==> src/rtl/hazard_pkg.sv <==
// Shared types and constants for the pipeline hazard controller.
// Holds the divider FSM state type and the perf counter width.
package hazard_pkg;

  typedef enum logic {
    RUN = 1'b0,
    DIV = 1'b1
  } hzstate_t;

  localparam int PERFW = 32;

endpackage

==> src/rtl/hazard_ctrl_div_counter.sv <==
// Loadable down-counter with clear, load, decrement and zero flag.
// Used to time the fixed-latency divider stall window.
module div_counter #(
  parameter int CNTW = 5
) (
  input  logic            clk,
  input  logic            reset,
  input  logic            clr,
  input  logic            load,
  input  logic            dec,
  input  logic [CNTW-1:0] din,
  output logic            zero
);

  logic [CNTW-1:0] cnt;

  always_ff @(posedge clk) begin
    if (reset || clr) begin
      cnt <= '0;
    end else if (load) begin
      cnt <= din;
    end else if (dec && (cnt != '0)) begin
      cnt <= cnt - CNTW'(1);
    end
  end

  assign zero = (cnt == '0);

endmodule

==> src/rtl/hazard_ctrl.sv <==
// Stall/flush controller for the 5-stage pipeline (load-use, branch,
// trap, memory stall, divider). Perf counters: HAZARD_PERF_EN.
module hazard_ctrl
  import hazard_pkg::*;
#(
  parameter int DIVLEN = 32,
  parameter int CNTW   = $clog2(DIVLEN)
) (
  input  logic             clk,
  input  logic             reset,
  input  logic             LoadE,
  input  logic [4:0]       RdE,
  input  logic [4:0]       Rs1D,
  input  logic [4:0]       Rs2D,
  input  logic             BranchTakenE,
  input  logic             DivStartE,
  input  logic             TrapM,
  input  logic             MemStallM,
  output logic             StallF,
  output logic             StallD,
  output logic             StallE,
  output logic             StallM,
  output logic             FlushD,
  output logic             FlushE,
  output logic             FlushM,
  output logic             FlushW,
  output logic             DivDoneE,
  output logic [PERFW-1:0] StallCycles,
  output logic [PERFW-1:0] FlushEvents
);

  hzstate_t state, state_n;
  logic     held, held_n;
  logic     zero, ld, dec, clr;
  logic     load_use, start, div_stall;
  logic     br_eff, lu_eff;

  assign load_use = LoadE && (RdE != 5'd0) &&
                    ((RdE == Rs1D) || (RdE == Rs2D));
  assign start     = (state == RUN) && DivStartE && !held;
  assign div_stall = start || ((state == DIV) && !zero);
  assign br_eff    = BranchTakenE && !div_stall;
  assign lu_eff    = load_use && !BranchTakenE;

  always_comb begin
    StallF   = 1'b0;
    StallD   = 1'b0;
    StallE   = 1'b0;
    StallM   = 1'b0;
    FlushD   = 1'b0;
    FlushE   = 1'b0;
    FlushM   = 1'b0;
    FlushW   = 1'b0;
    DivDoneE = 1'b0;
    if (!reset) begin
      if (TrapM) begin
        FlushD = 1'b1;
        FlushE = 1'b1;
        FlushM = 1'b1;
        FlushW = 1'b1;
      end else begin
        StallF   = MemStallM || div_stall || lu_eff;
        StallD   = MemStallM || div_stall || lu_eff;
        StallE   = MemStallM || div_stall;
        StallM   = MemStallM;
        // a clear is only effective when its register is enabled
        FlushD   = br_eff && !StallD;
        FlushE   = (br_eff || lu_eff) && !StallE;
        FlushM   = div_stall && !StallM;
        FlushW   = MemStallM;
        DivDoneE = (state == DIV) && zero;
      end
    end
  end

  always_comb begin
    state_n = state;
    held_n  = held;
    ld      = 1'b0;
    dec     = 1'b0;
    clr     = 1'b0;
    if (TrapM) begin
      state_n = RUN;
      held_n  = 1'b0;
      clr     = 1'b1;
    end else begin
      unique case (state)
        RUN: begin
          if (start) begin
            ld      = 1'b1;
            state_n = DIV;
          end
        end
        DIV: begin
          if (zero) state_n = RUN;
          else      dec     = 1'b1;
        end
      endcase
      if (!StallE) held_n = 1'b0;
      // finished divide still parked in Execute: don't restart it
      if (DivDoneE && StallE) held_n = 1'b1;
    end
  end

  always_ff @(posedge clk) begin
    if (reset) begin
      state <= RUN;
      held  <= 1'b0;
    end else begin
      state <= state_n;
      held  <= held_n;
    end
  end

  div_counter #(
    .CNTW(CNTW)
  ) u_cnt (
    .clk  (clk),
    .reset(reset),
    .clr  (clr),
    .load (ld),
    .dec  (dec),
    .din  (CNTW'(DIVLEN - 1)),
    .zero (zero)
  );

`ifdef HAZARD_PERF_EN
  logic [PERFW-1:0] sc, fc;

  always_ff @(posedge clk) begin
    if (reset) begin
      sc <= '0;
      fc <= '0;
    end else begin
      sc <= sc + PERFW'(StallF);
      fc <= fc + PERFW'(FlushD);
    end
  end

  assign StallCycles = sc;
  assign FlushEvents = fc;
`else
  assign StallCycles = '0;
  assign FlushEvents = '0;
`endif

endmodule
==> config.mk <==
export PLATFORM = sky130hd
export DESIGN_NAME = hazard_ctrl
export DESIGN_NICKNAME = d
export VERILOG_FILES = /design/src/rtl/hazard_pkg.sv /design/src/rtl/hazard_ctrl_div_counter.sv /design/src/rtl/hazard_ctrl.sv
export SDC_FILE = /design/constraint.sdc
export NUM_CORES = 1
export LEC_CHECK = 0
export BUFFER_PORTS_ARGS = -buffer_cell sky130_fd_sc_hd__buf_2
export CAP_MARGIN = 20
export CORE_ASPECT_RATIO = 1.25
export CORE_UTILIZATION = 38
export CTS_CLUSTER_DIAMETER = 200
export DETAILED_ROUTE_END_ITERATION = 6
export PLACE_DENSITY = 0.91
export SYNTH_ARGS = -nofsm -noshare
export SYNTH_HDL_FRONTEND = slang
export SYNTH_SLANG_ARGS = --single-unit
==> constraint.sdc <==
create_clock -name clk -period 2.62 [get_ports clk]
set_clock_uncertainty 0.15 [all_clocks]
set_input_delay 0.655 -clock clk [delete_from_list [all_inputs] [get_ports clk]]
set_output_delay 0.655 -clock clk [all_outputs]
set_load 0.02 [all_outputs]
# After elaboration in Yosys (flattened, before gate mapping)
# Index checks and enable logic that the tools add are counted.
# W data, S select, Z words.
dict set report word_totals {
  register_bits 7
  latchBits 0
  mem_bits_rw 0
  mem_bits_ro 0
  output_inout_bits 73
  elab_cells 67
  memories 0
}
dict set report op_classes {
  n_addsub 1
  multipliers 0
  div_mod_pow 0
  n_lt_le_gt_ge 0
  n_eq_ne 3
  shift 0
  mux 28
  bitwise 1
  n_reduce_logical 31
}
# operator count
set op_table {}
lappend op_table {{$mux W1} 25}
lappend op_table {{$logic_and A1 B1 Y1} 13}
lappend op_table {{$eq A5 B5 Y1} 2}
lappend op_table {{$mux W5} 2}
lappend op_table {{$reduce_bool A5 Y1} 2}
lappend op_table {{$logic_not A1 Y1} 7}
lappend op_table {{$logic_or A1 B1 Y1} 6}
lappend op_table {{$logic_not A5 Y1} 1}
lappend op_table {{$sub A5 B1 Y5 const B} 1}
lappend op_table {{$ne A2 B1 Y1 const B} 1}
lappend op_table {{$pmux W1 S2} 1}
lappend op_table {{$reduce_bool A2 Y1} 1}
lappend op_table {{$reduce_or A2 Y1} 1}
lappend op_table {{$not A1 Y1} 1}

# Longest topological paths before layout
# Gate-level depths: netlist (run 1).
dict set report depth {
  word_depth 10
  depth_mapped 7
  mapped_depth_nobuf 6
}

# Hierarchy
# From an unflattened synthesis (run 1), not the netlist that was laid out.
dict set report hier_totals {
  cells_unflattened 147
  hier_area_um2 1118.6
}
# module instances cells_each area_per_inst_um2 seq_area_each_um2
set by_module_without_submodules {}
lappend by_module_without_submodules {hazard_ctrl 1 109 808.3 40.0}
lappend by_module_without_submodules {div_counter 1 38 310.3 100.1}

# Worst setup path after synthesis (run 1)
# Ideal clock, no wire load.
dict set report synth_path {
  kind {reg-to-output}
  startpoint {register u_cnt.cnt[0]}
  endpoint {output port FlushE}
  t_arrival_ns 1.888
  t_required_ns 1.815
  setup_slack_ns -0.073
  path_stages_with_launch 8
  path_cell_list {dfxtp_1 -> inv_1 -> ha_1 -> or4b_4 -> buf_6 -> a221oi_4 -> o2111ai_1 -> o22ai_1}
}
dict set report synth_via {
  elab_chain_cells 10
  word_cells_on_any_way 12
  classes_between {mux (2); reduce/logical (10)}
}
# item line_no
set synth_rtl {}
lappend synth_rtl {{start, declared} hazard_ctrl_div_counter.sv:15} ;# logic [CNTW-1:0] cnt;
lappend synth_rtl {{start signal, assigned} hazard_ctrl_div_counter.sv:21} ;# cnt <= din;
lappend synth_rtl {{start signal, assigned} hazard_ctrl_div_counter.sv:23} ;# cnt <= cnt - CNTW'(1);
lappend synth_rtl {{$logic_not A5 Y1 (*)} hazard_ctrl_div_counter.sv:27} ;# assign zero = (cnt == '0);
lappend synth_rtl {{$logic_not A1 Y1 (*)} hazard_ctrl.sv:41} ;# assign div_stall = start || ((state == DIV) && !zero);
lappend synth_rtl {{$logic_and A1 B1 Y1 (*)} hazard_ctrl.sv:41}
lappend synth_rtl {{$logic_or A1 B1 Y1 (*)} hazard_ctrl.sv:41}
lappend synth_rtl {{$logic_not A1 Y1} hazard_ctrl.sv:42} ;# assign br_eff = BranchTakenE && !div_stall;
lappend synth_rtl {{$logic_and A1 B1 Y1} hazard_ctrl.sv:42}
lappend synth_rtl {{$logic_or A1 B1 Y1} hazard_ctrl.sv:68} ;# FlushE = (br_eff || lu_eff) && !StallE;
lappend synth_rtl {{$logic_and A1 B1 Y1 (*)} hazard_ctrl.sv:68}
lappend synth_rtl {{$mux W1 (*)} hazard_ctrl.sv:56} ;# if (TrapM) begin
lappend synth_rtl {{$mux W1 (*)} hazard_ctrl.sv:55} ;# if (!reset) begin
lappend synth_rtl {{end, declared} hazard_ctrl.sv:24} ;# output logic FlushE,
# Every way passes the cells marked *; elsewhere a longest branch is shown, timed or not.

# Final worst setup path (run 1)
dict set report layout_path {
  startpoint {register u_cnt.cnt[1]}
  endpoint {output port StallF}
}
dict set report layout_via {
  elab_chain_cells 8
}
# item line_no
set layout_rtl {}
lappend layout_rtl {{$logic_not A5 Y1} hazard_ctrl_div_counter.sv:27}
lappend layout_rtl {{$logic_not A1 Y1} hazard_ctrl.sv:41}
lappend layout_rtl {{$logic_and A1 B1 Y1} hazard_ctrl.sv:41}
lappend layout_rtl {{$logic_or A1 B1 Y1} hazard_ctrl.sv:41}
lappend layout_rtl {{$logic_or A1 B1 Y1 (2 in series)} hazard_ctrl.sv:62} ;# StallF = MemStallM || div_stall || lu_eff;
lappend layout_rtl {{$mux W1} hazard_ctrl.sv:56}
lappend layout_rtl {{$mux W1} hazard_ctrl.sv:55}
lappend layout_rtl {{end, declared} hazard_ctrl.sv:19} ;# output logic StallF,
# No other way between the ends.

==> results of run 1 <==
## tightest hold or removal path, cell delays in order, from the launching register on
cell and delay (ns):
sky130_fd_sc_hd__dfxtp_1 0.31, sky130_fd_sc_hd__nand2_1 0.05, sky130_fd_sc_hd__a21oi_1 0.05
## layer usage
layer	up-vias	part of all wire, %	track usage (%)
li1	410	-	-
met1	378	35	11.4
met2	57	56	21.8
met3	2	7.6	1.73
met4	0	1.6	8.57
met5	-	0	0
## synth_stat cells, drive strengths merged (3+ instances only)
| master | n |
|---|---|
| inv | 4 |
| a21oi | 8 |
| nor3 | 3 |
| nor2 | 9 |
| xor2 | 13 |
| dfxtp | 7 |
| nand3 | 3 |
| nand2 | 4 |
| buf | 66 |
## cell type report
class	instances	area [µm²]	area share, %
clock buffer	4	26.3	2.19
inverter	4	15.0	1.25
multi-input combinational	125	697	58.2
sequential	7	143	11.9
tap	34	42.5	3.55
timing repair buffer	41	274	22.9
## power groups by stage
stage               Sequential (W)  Combinational [W]  Clock (W)
global placement          0.000119           0.000188          0
detailed placement        0.000119           0.000191          0
CTS                       0.000118           0.000205   0.000104
finish                    0.000118           0.000218  0.0000977
global route              0.000118           0.000238   0.000111
floorplan                 0.000117           0.000225          0
## what timing repair did
| action | 4_1_cts | 5_1_grt |
|---|---|---|
| gates resized for setup | 15 | 8 |
| pin swaps | 3 | 3 |
| endpoints found under the setup margin | 6 | 7 |
| setup buffers | 3 | 3 |
## kinds of logic after synthesis
group | count (synthesis) | share of synthesized area, %
buffers and inverters | 72 | 48.3
and+or+nand+nor | 28 | 13.3
AOI/OAI and AO/OA | 17 | 11.5
xor gates and xnor gates | 14 | 11.3
DFF | 7 | 13.0
adders and majority gates | 2 | 2.31
other | 1 | 0.347
## registers in the layout, indices dropped and copies added (netlist names)
name / cells
u_cnt.cnt: 5
held: 1
state: 1
## path summary, 6_finish.rpt
check | endpoint | slack [ns] | depth (start not counted)
worst max-delay path | StallF | -0.22 | 8
worst min register to register | held$_SDFFE_PP0P_ | 0.31 | 2
worst min-delay path | held$_SDFFE_PP0P_ | 0.31 | 2
worst max register to register | u_cnt.cnt[0]$_SDFFE_PP0P_ | 0.67 | 9
## per-stage QoR
stage | setup WS (ns) | power [W]
finish | -0.215 | 0.000434
global route | -0.307 | 0.000468
CTS | -0.254 | 0.000426
detailed placement | -0.00859 | 0.000310
global placement | 0.0433 | 0.000307
floorplan | 0.00680 | 0.000342
## cell usage in the layout, fill, tap and decap left out, drive strengths merged, types with 2 or more instances in the layout
master / synthesis / layout
nor2b: 2 / 2
o22ai: 2 / 2
or2: 2 / 2
nand3: 3 / 3
nand2: 4 / 4
inv: 4 / 4
buf: 66 / 41
dfxtp: 7 / 7
nor2: 9 / 9
xor2: 13 / 13
a21oi: 8 / 8
conb: 1 / 64
ha: 2 / 2
nor3: 3 / 3
clkbuf: 2 / 4
==> metrics, run 1 <==
height of the die around 60 µm; violated checks negative setup slack; worst setup slack after layout -0.215 ns; cell-by-cell trace of the critical path inv_2 > ha_4 > or4b_4 > a221oi_4 > buf_4 > buf_6 > o22ai_4 > buf_6; gate count after technology mapping roughly 140; portion of total power attributed to the clock network between 20% and 30%; switching power of the nets 0.000194 W; DR pass1 iterations 4; RSZ-0062 raised after global routing yes; overflow left after global routing 0; leakage power 0.634 nW; share of the core filled with cells in the final layout 44.7%; Layout area overhead 10.8%; post-synthesis cell type with the largest combined area sky130_fd_sc_hd__buf_4; Async S/R FF share, synth 0%; largest net degree at the start of global routing 10; Post-layout nets around 210; internal portion of total power about 0.00024 W; final period demand of the worst path between 2 and 3 ns; startpoint of the worst hold path held$_SDFFE_PP0P_; final hold slack 0.309 ns; number of synthesized flops with an enable pin 0; Arr. time, crit path about 2.0 ns; Worst Setup Start Kind flop; number of buffers added on ports 30; Final GP Congestion between 0.7 and 0.8; effective utilization at floorplan between 40% and 50%; sequential share of the synthesized area 13.0%; core footprint about 2700 µm²; Detailed Route Iter0 Violations 11; ANT cells 0; worst setup path category flop to output pin; final count of hold timing violations 0; capturing element type of the critical path output pin; clk buf depth 2; H-tree lvl count 1; via density per instance approximately 3.9; Max Transition Viols Final 0; Critical Path Source u_cnt.cnt[1]$_SDFFE_PP0P_; launching point of the worst reg2reg path u_cnt.cnt[1]$_SDFFE_PP0P_; area post-placement ~1000 µm²; Seq pwr share approximately 27%; count of max-cap constraint violations 0; overall die area 3060 µm²; Finish-stage setup viols 7; fraction of power spent switching nets approximately 45%; Data required, critical path 1.81 ns; number of design rule violations left after detail routing 0; cells taking the most area after synthesis sky130_fd_sc_hd__buf_4 45%, sky130_fd_sc_hd__dfxtp_1 13%, sky130_fd_sc_hd__xor2_1 11%; status complete, but fails checks; post-CTS clock slew at the launch and capture registers of the worst setup and hold paths 0.06 ns; combinational fraction of design power between 50 and 60%; clock buffer count from CTS 3; timing-limited maximum frequency between 300 and 400 MHz; site row count 21; cell mode on critical path sky130_fd_sc_hd__buf_6; layout cells sized above 1 31.5%; synthesized cell area 1080 µm²; period utilization 108%; number of standard cells in the layout, taps in and fillers out 215; setup TNS -1.17 ns; antenna-violating nets left 0; total detailed-routing wirelength 1.91 mm; Distinct cells, synth 31; cell family with most CP delay buffers and inverters; Slowest-stage cell, CP sky130_fd_sc_hd__or4b_4; highest cell delay on the worst timing path between 0.4 and 0.5 ns; DR vias ~850; vias in the first global route roughly 640; Detail Placement HPWL 1.47 mm; final instance area between 1000 and 1500 µm²; number of cells after detailed placement about 210; CTS Root Buffer Type sky130_fd_sc_hd__clkbuf_4; post-DR wirelength/cell 8.87 µm; global-route wire length before repair ~2.6 mm; antenna violations before repair 0; class of the tightest hold or removal check flop to flop; flop and latch count out of synthesis 7; Global Route Usage Sum a little under an eighth; TritonCTS clock tree built; hold buffer count at cts 0; filler cell count in the final layout ~260; Max FO, Critical Path 3; clock sink total 7; count of buffer and inverter cells on the critical path 4; synthesis warning total 0; area fraction of the dominant cell type after synthesis a little under half; number of top-level design ports 95; predominant post-synthesis flop cell sky130_fd_sc_hd__dfxtp_1; Synth Area per Inst 7.67 µm²; highest ir drop seen on vdd 0.185 mV; width of the die 49.7 µm; clock network latency to the later pin of the worst-skew pair between 0.2 and 0.3 ns; Pwr per Cell Area roughly 360 nW/µm²
No activity file was read; power rests on OpenSTA's default activity.
==> run 2, diff against run 1 <==
--- a/config.mk
+++ b/config.mk
@@ -7,11 +7,13 @@
 export LEC_CHECK = 0
 export BUFFER_PORTS_ARGS = -buffer_cell sky130_fd_sc_hd__buf_2
 export CAP_MARGIN = 20
-export CORE_ASPECT_RATIO = 1.25
-export CORE_UTILIZATION = 38
+export CORE_ASPECT_RATIO = 0.7
+export CORE_UTILIZATION = 39
 export CTS_CLUSTER_DIAMETER = 200
 export DETAILED_ROUTE_END_ITERATION = 6
-export PLACE_DENSITY = 0.91
+export PLACE_DENSITY = 0.92
+export SLEW_MARGIN = 30
 export SYNTH_ARGS = -nofsm -noshare
 export SYNTH_HDL_FRONTEND = slang
+export SYNTH_HIERARCHICAL = 1
 export SYNTH_SLANG_ARGS = --single-unit
==> metrics, run 2 <==
status complete, but fails checks; violated checks negative setup slack; area fraction of the dominant cell type after synthesis 43.6% (-1.5 points); number of buffers added on ports 30 (unchanged); filler cell count in the final layout 263 (-0.38%); post-DR wirelength/cell 10.6 µm (+19%); RSZ-0062 raised after global routing yes; synthesized cell area 1120 µm² (+3.5%); Distinct cells, synth 38 (+23%); highest-count cells in the layout ignoring fill and taps 69 x sky130_fd_sc_hd__conb_1, 23 x sky130_fd_sc_hd__buf_2, 21 x sky130_fd_sc_hd__buf_4; height of the die 46.8 µm (-24%); class of the tightest hold or removal check flop to flop; synthesis warning total 6 (+6); Worst Setup Start Kind flop; gate count after technology mapping 147 (+4.3%); clock network latency to the later pin of the worst-skew pair 0.24 ns (about the same); Post-layout nets 226 (+9.7%); vias in the first global route 781 (+22%); predominant post-synthesis flop cell sky130_fd_sc_hd__dfxtp_1; TritonCTS clock tree built; timing-limited maximum frequency 325 MHz (-7.8%); antenna violations before repair 0 (unchanged); Synth Area per Inst 7.61 µm² (-0.75%); slack of the worst reg-to-reg path 0.10 ns (-0.57 ns); largest net degree at the start of global routing 10 (unchanged); highest ir drop seen on vdd 0.296 mV (+60%); final period demand of the worst path 3.07 ns (+0.239 ns); largest registers ranked by flip-flop count u_cnt/cnt x5, held x1, state x1; site row count 15 (-29%); post-CTS clock slew at the launch and capture registers of the worst setup and hold paths 0.04 ns (-0.02 ns); sequential share of the synthesized area 12.5% (-0.43 points); Pwr per Cell Area 368 nW/µm² (+1.7%); Layout area overhead 21.7%; Detailed Route Iter0 Violations 28 (+17); Max FO, Critical Path 2 (-1); clock sink total 7 (unchanged); antenna-violating nets left 0 (unchanged); DR pass1 iterations 4 (unchanged); Finish-stage setup viols 7 (unchanged); total detailed-routing wirelength 2.49 mm (+31%); Data required, critical path 1.81 ns (about the same); number of top-level design ports 95 (unchanged); Detail Placement HPWL 2.00 mm (+36%); capturing element type of the critical path output pin; final count of hold timing violations 0 (unchanged); commonest cells in the synthesized netlist 65 x sky130_fd_sc_hd__buf_4, 14 x sky130_fd_sc_hd__nor2_1, 10 x sky130_fd_sc_hd__xor2_1, 7 x sky130_fd_sc_hd__dfxtp_1, 5 x sky130_fd_sc_hd__a21oi_1; area post-placement 1250 µm² (+19%); CTS Root Buffer Type sky130_fd_sc_hd__clkbuf_8; Global Route Usage Sum 16.9% (+5.4 points); core footprint 2590 µm² (-3.4%); layout cells sized above 1 36.1% (+4.6 points); flop and latch count out of synthesis 7 (unchanged); flip-flop count of the largest register after layout 5 (unchanged); most common cell after layout, fill and taps aside sky130_fd_sc_hd__conb_1; area occupied by registers 143 µm² (unchanged); ANT cells 0 (unchanged); worst setup timing slack at the placement stage -0.244 ns (-0.235 ns); Max Transition Viols Final 0 (unchanged); count of max-cap constraint violations 0 (unchanged); effective utilization at floorplan 43.2% (+2.9 points); max_slew headroom between 60% and 70%; top-count cell post-synth sky130_fd_sc_hd__buf_4; H-tree lvl count 1 (unchanged); clk buf depth 2 (unchanged); via density per instance 4.07 (+3.3%); number of synthesized flops with an enable pin 0 (unchanged); Final GP Congestion 0.816 (+12%); width of the die 66.0 µm (+33%); global-route wire length before repair 3.71 mm (+42%); overflow left after global routing 0 (unchanged); final instance area 1360 µm² (+14%); hold buffer count at cts 0 (unchanged); combined area of the multi-input logic cells 767 µm² (+10%); period utilization 117% (+9.1 points); DR vias 960 (+13%); cells taking the most area after synthesis sky130_fd_sc_hd__buf_4 44%, sky130_fd_sc_hd__dfxtp_1 13%, sky130_fd_sc_hd__xor2_1 7.8%; slew at the pin closest to its max-slew limit between 0.5 and 0.6 ns; overall die area 3090 µm² (+0.85%); worst setup path category flop to output pin; number of design rule violations left after detail routing 0 (unchanged); Arr. time, crit path 2.27 ns (+0.24 ns); Async S/R FF share, synth 0% (unchanged); clock buffer count from CTS 3 (unchanged); leakage power 0.708 nW (+12%); top register by number of flip-flops u_cnt/cnt; post-synthesis cell type with the largest combined area sky130_fd_sc_hd__buf_4; worst setup slack after layout -0.454 ns (-0.239 ns)
-- run 2: cell count changes after synthesis, moves of 2 or more --
cell                       delta
sky130_fd_sc_hd__nor2_1       +5
sky130_fd_sc_hd__a21oi_1      -3
sky130_fd_sc_hd__o21ai_0      +3
sky130_fd_sc_hd__xor2_1       -3
sky130_fd_sc_hd__clkbuf_1     -2
sky130_fd_sc_hd__nand2_1      -2
sky130_fd_sc_hd__nor2b_1      -2
sky130_fd_sc_hd__o21ai_1      +2
sky130_fd_sc_hd__or3b_1       +2
-- run 2: critical path, stage by stage, from the launching register on --
cell	delay (ns)
sky130_fd_sc_hd__dfxtp_2	0.32
sky130_fd_sc_hd__inv_2	0.06
sky130_fd_sc_hd__ha_4	0.13
sky130_fd_sc_hd__or4b_4	0.49
sky130_fd_sc_hd__clkinv_4	0.06
sky130_fd_sc_hd__nand2b_4	0.12
sky130_fd_sc_hd__and3b_4	0.19
sky130_fd_sc_hd__or3b_4	0.38
sky130_fd_sc_hd__o22ai_4	0.15
sky130_fd_sc_hd__buf_6	0.14
-- run 2: kinds of logic (layout without fill, tap and decap cells) --
group	count (synthesis)	count (layout)	share of synthesized area, %
other cells	2	69	0.671
fa+ha+maj	1	1	1.12
flops	7	7	12.5
buf+inv	71	59	46.2
compound gates	19	19	11.2
simple gates	37	37	20.5
xor+xnor	10	10	7.83
-- run 2: metrics by stage --
step	hold slack, ns	cells	setup TNS (ns)	util [%]	power (W)
after global routing	0.345	236	-2.21	52.6	0.000524
after detailed placement	0.301	229	-0.631	48.1	0.000325
after CTS	0.311	235	-1.55	52.0	0.000501
after floorplan	0.284	214	-0.254	-	0.000337
after global placement	0.289	229	-0.534	48.1	0.000319
final	0.307	236	-1.74	52.6	0.000502
-- run 2: report_power, final --
group / leakage [nW] / internal (W) / switching (W)
combinational: 0.628 / 0.0000730 / 0.000154
sequential: 0.0578 / 0.000110 / 0.00000244
clock: 0.0228 / 0.000106 / 0.0000559
-- run 2: final timing paths --
kind,cells past startpoint,from,end
hold / removal,1,held$_SDFFE_PP0P_,held$_SDFFE_PP0P_
setup / recovery,9,u_cnt/cnt[1]$_SDFFE_PP0P_,FlushE
setup reg to reg,12,u_cnt/cnt[0]$_SDFFE_PP0P_,u_cnt/cnt[3]$_SDFFE_PP0P_
hold reg to reg,1,held$_SDFFE_PP0P_,held$_SDFFE_PP0P_
-- run 2: layer usage --
metal  wire length [µm]  vias to the layer above  GRT usage (%)
met5                  0                        -              0
met4                 27                        0           6.38
met3                197                        2           4.37
met2               1340                       57           30.4
met1                929                      438           19.9
li1                   -                      463              -
-- run 2: timing repair --
action                     CTS  global route
setup endpoints to repair    6             7
gates resized for setup     14             2
setup buffers                2             1
pin swaps                    3             3
-- run 2: area by class of cell --
| class | instances | share of cell area, % |
|---|---|---|
| multi-input cells | 136 | 56.3 |
| flip-flops and latches | 7 | 10.5 |
| repair buffers | 50 | 25.0 |
| inverters | 5 | 1.75 |
| well taps | 34 | 3.12 |
| clock buffers | 4 | 3.31 |
==> run 3, diff against run 2 <==
--- a/config.mk
+++ b/config.mk
@@ -11,7 +11,7 @@
 export CORE_UTILIZATION = 39
 export CTS_CLUSTER_DIAMETER = 200
 export DETAILED_ROUTE_END_ITERATION = 6
-export PLACE_DENSITY = 0.92
+export PLACE_DENSITY = 0.87
 export SLEW_MARGIN = 30
 export SYNTH_ARGS = -nofsm -noshare
 export SYNTH_HDL_FRONTEND = slang
==> metrics, run 3 (synthesized netlist as in run 2, its figures left out) <==
top routing layer in use met3; overflow left after global routing 0 (unchanged); Pwr per Cell Area 362 nW/µm² (-1.8%); number of design rule violations left after detail routing 0 (unchanged); worst setup slack after layout -0.439 ns (+0.0155 ns); capturing element type of the critical path output pin; violated checks negative setup slack; ANT cells 0 (unchanged); core footprint 2590 µm² (unchanged); timing-limited maximum frequency 327 MHz (+0.51%); Max FO, Critical Path 2 (unchanged); post-CTS clock slew at the launch and capture registers of the worst setup and hold paths 0.04 ns (about the same); post-DR wirelength/cell 9.76 µm (-7.5%); Arr. time, crit path 2.25 ns (-0.02 ns); clk buf depth 2 (unchanged); antenna-violating nets left 0 (unchanged); Layout area overhead 23.2%; largest registers ranked by flip-flop count u_cnt/cnt x5, held x1, state x1; DR pass1 iterations 4 (unchanged); total power 0.000498 W (-0.62%); vias in the first global route 830 (+6.3%); Data required, critical path 1.81 ns (about the same); Final GP Congestion 0.816 (about the same); width of the die 66.0 µm (unchanged); leakage power 0.716 nW (+1.1%); final period demand of the worst path 3.06 ns (-0.0155 ns); final count of hold timing violations 0 (unchanged); share of the core filled with cells in the final layout 53.2% (+0.63 points); Global Route Usage Sum 15.8% (-1.1 points); status complete, but fails checks; worst setup path category flop to output pin; antenna violations before repair 0 (unchanged); height of the die 46.8 µm (unchanged); Worst Setup Start Kind flop; top register by number of flip-flops u_cnt/cnt; largest net degree at the start of global routing 10 (unchanged); total detailed-routing wirelength 2.31 mm (-7.1%); Met2 Routed Length 1.22 mm (-8.6%); H-tree lvl count 1 (unchanged); highest-count cells in the layout ignoring fill and taps 69 x sky130_fd_sc_hd__conb_1, 23 x sky130_fd_sc_hd__buf_2, 21 x sky130_fd_sc_hd__buf_4; filler cell count in the final layout 255 (-3.0%); clock sink total 7 (unchanged); number of buffers added on ports 30 (unchanged); effective utilization at floorplan 43.2% (unchanged); site row count 15 (unchanged); via density per instance 4.00 (-1.7%); routed length on met3 163 µm (-17%); worst setup timing slack at the placement stage -0.246 ns (-0.00244 ns); overall die area 3090 µm² (unchanged); flip-flop count of the largest register after layout 5 (unchanged); count of max-cap constraint violations 0 (unchanged); global-route wire length before repair 3.60 mm (-2.8%); wire length the detailed router placed on met1 928 µm (-0.11%); DR vias 948 (-1.3%); Max Transition Viols Final 0 (unchanged); layout cells sized above 1 36.0% (-0.18 points); most common cell after layout, fill and taps aside sky130_fd_sc_hd__conb_1; class of the tightest hold or removal check flop to flop; RSZ-0062 raised after global routing yes; highest ir drop seen on vdd 0.297 mV (+0.32%); CTS Root Buffer Type sky130_fd_sc_hd__clkbuf_8; period utilization 117% (-0.59 points); Detailed Route Iter0 Violations 19 (-32%); Detail Placement HPWL 1.94 mm (-3.1%); number of top-level design ports 95 (unchanged); Finish-stage setup viols 6 (-1); clock network latency to the later pin of the worst-skew pair 0.23 ns (about the same); setup TNS -1.62 ns (+0.123 ns); Post-layout nets 227 (+0.44%); TritonCTS clock tree built; clock buffer count from CTS 3 (unchanged)
-- run 3: cell types whose count changed in the layout (fill, tap and decap cells not counted), sizes merged --
| cell | change |
|---|---|
| buf | +1 |
-- run 3: report_power, final --
| group | internal (W) | switching (W) |
|---|---|---|
| Sequential | 0.000110 | 0.00000261 |
| Clock | 0.000105 | 0.0000489 |
| Combinational | 0.0000778 | 0.000153 |
-- run 3: path summary, 6_finish.rpt --
kind	start	slack, ns	cells after the start	to
worst min-delay path	held$_SDFFE_PP0P_	0.31	1	held$_SDFFE_PP0P_
worst min register to register	held$_SDFFE_PP0P_	0.31	1	held$_SDFFE_PP0P_
worst max register to register	u_cnt/cnt[1]$_SDFFE_PP0P_	0.28	10	u_cnt/cnt[3]$_SDFFE_PP0P_
worst max-delay path	u_cnt/cnt[1]$_SDFFE_PP0P_	-0.44	9	FlushE
-- run 3: layer usage --
layer  track usage [%]  vias to the layer above
met5                 0                        -
met4              2.55                        0
met3              4.37                        0
met2              29.6                       44
met1              18.8                      439
li1                  -                      465
-- run 3: layout make-up --
| type | count | area [µm²] | area share (%) |
|---|---|---|---|
| Timing Repair Buffer | 51 | 352 | 25.5 |
| Multi-Input combinational cell | 136 | 772 | 56.0 |
| Inverter | 5 | 23.8 | 1.73 |
| Tap cell | 34 | 42.5 | 3.09 |
| Sequential cell | 7 | 143 | 10.4 |
| Clock buffer | 4 | 45.0 | 3.27 |
-- run 3: timing repair --
item,CTS,global route
setup endpoints to repair,6,7
endpoints found under the hold margin,0,0
pin swaps,5,2
gates resized for setup,15,3
setup buffers,4,1
hold buffers,0,0
gates cloned,0,0
-- run 3: metrics by stage --
stage	area (µm²)	cells	hold WS, ns
after detailed placement	1250	230	0.310
after CTS	1370	237	0.320
after global placement	1250	230	0.290
after floorplan	1420	214	0.284
final	1380	237	0.310
after global routing	1380	237	0.332
-- run 3: worst max-delay path: stages, from the launching register on --
cell	delay, ns
sky130_fd_sc_hd__dfxtp_2	0.32
sky130_fd_sc_hd__inv_2	0.06
sky130_fd_sc_hd__ha_4	0.12
sky130_fd_sc_hd__or4b_4	0.48
sky130_fd_sc_hd__clkinv_4	0.06
sky130_fd_sc_hd__nand2b_4	0.11
sky130_fd_sc_hd__and3b_4	0.18
sky130_fd_sc_hd__or3b_4	0.38
sky130_fd_sc_hd__o22ai_4	0.16
sky130_fd_sc_hd__buf_6	0.14
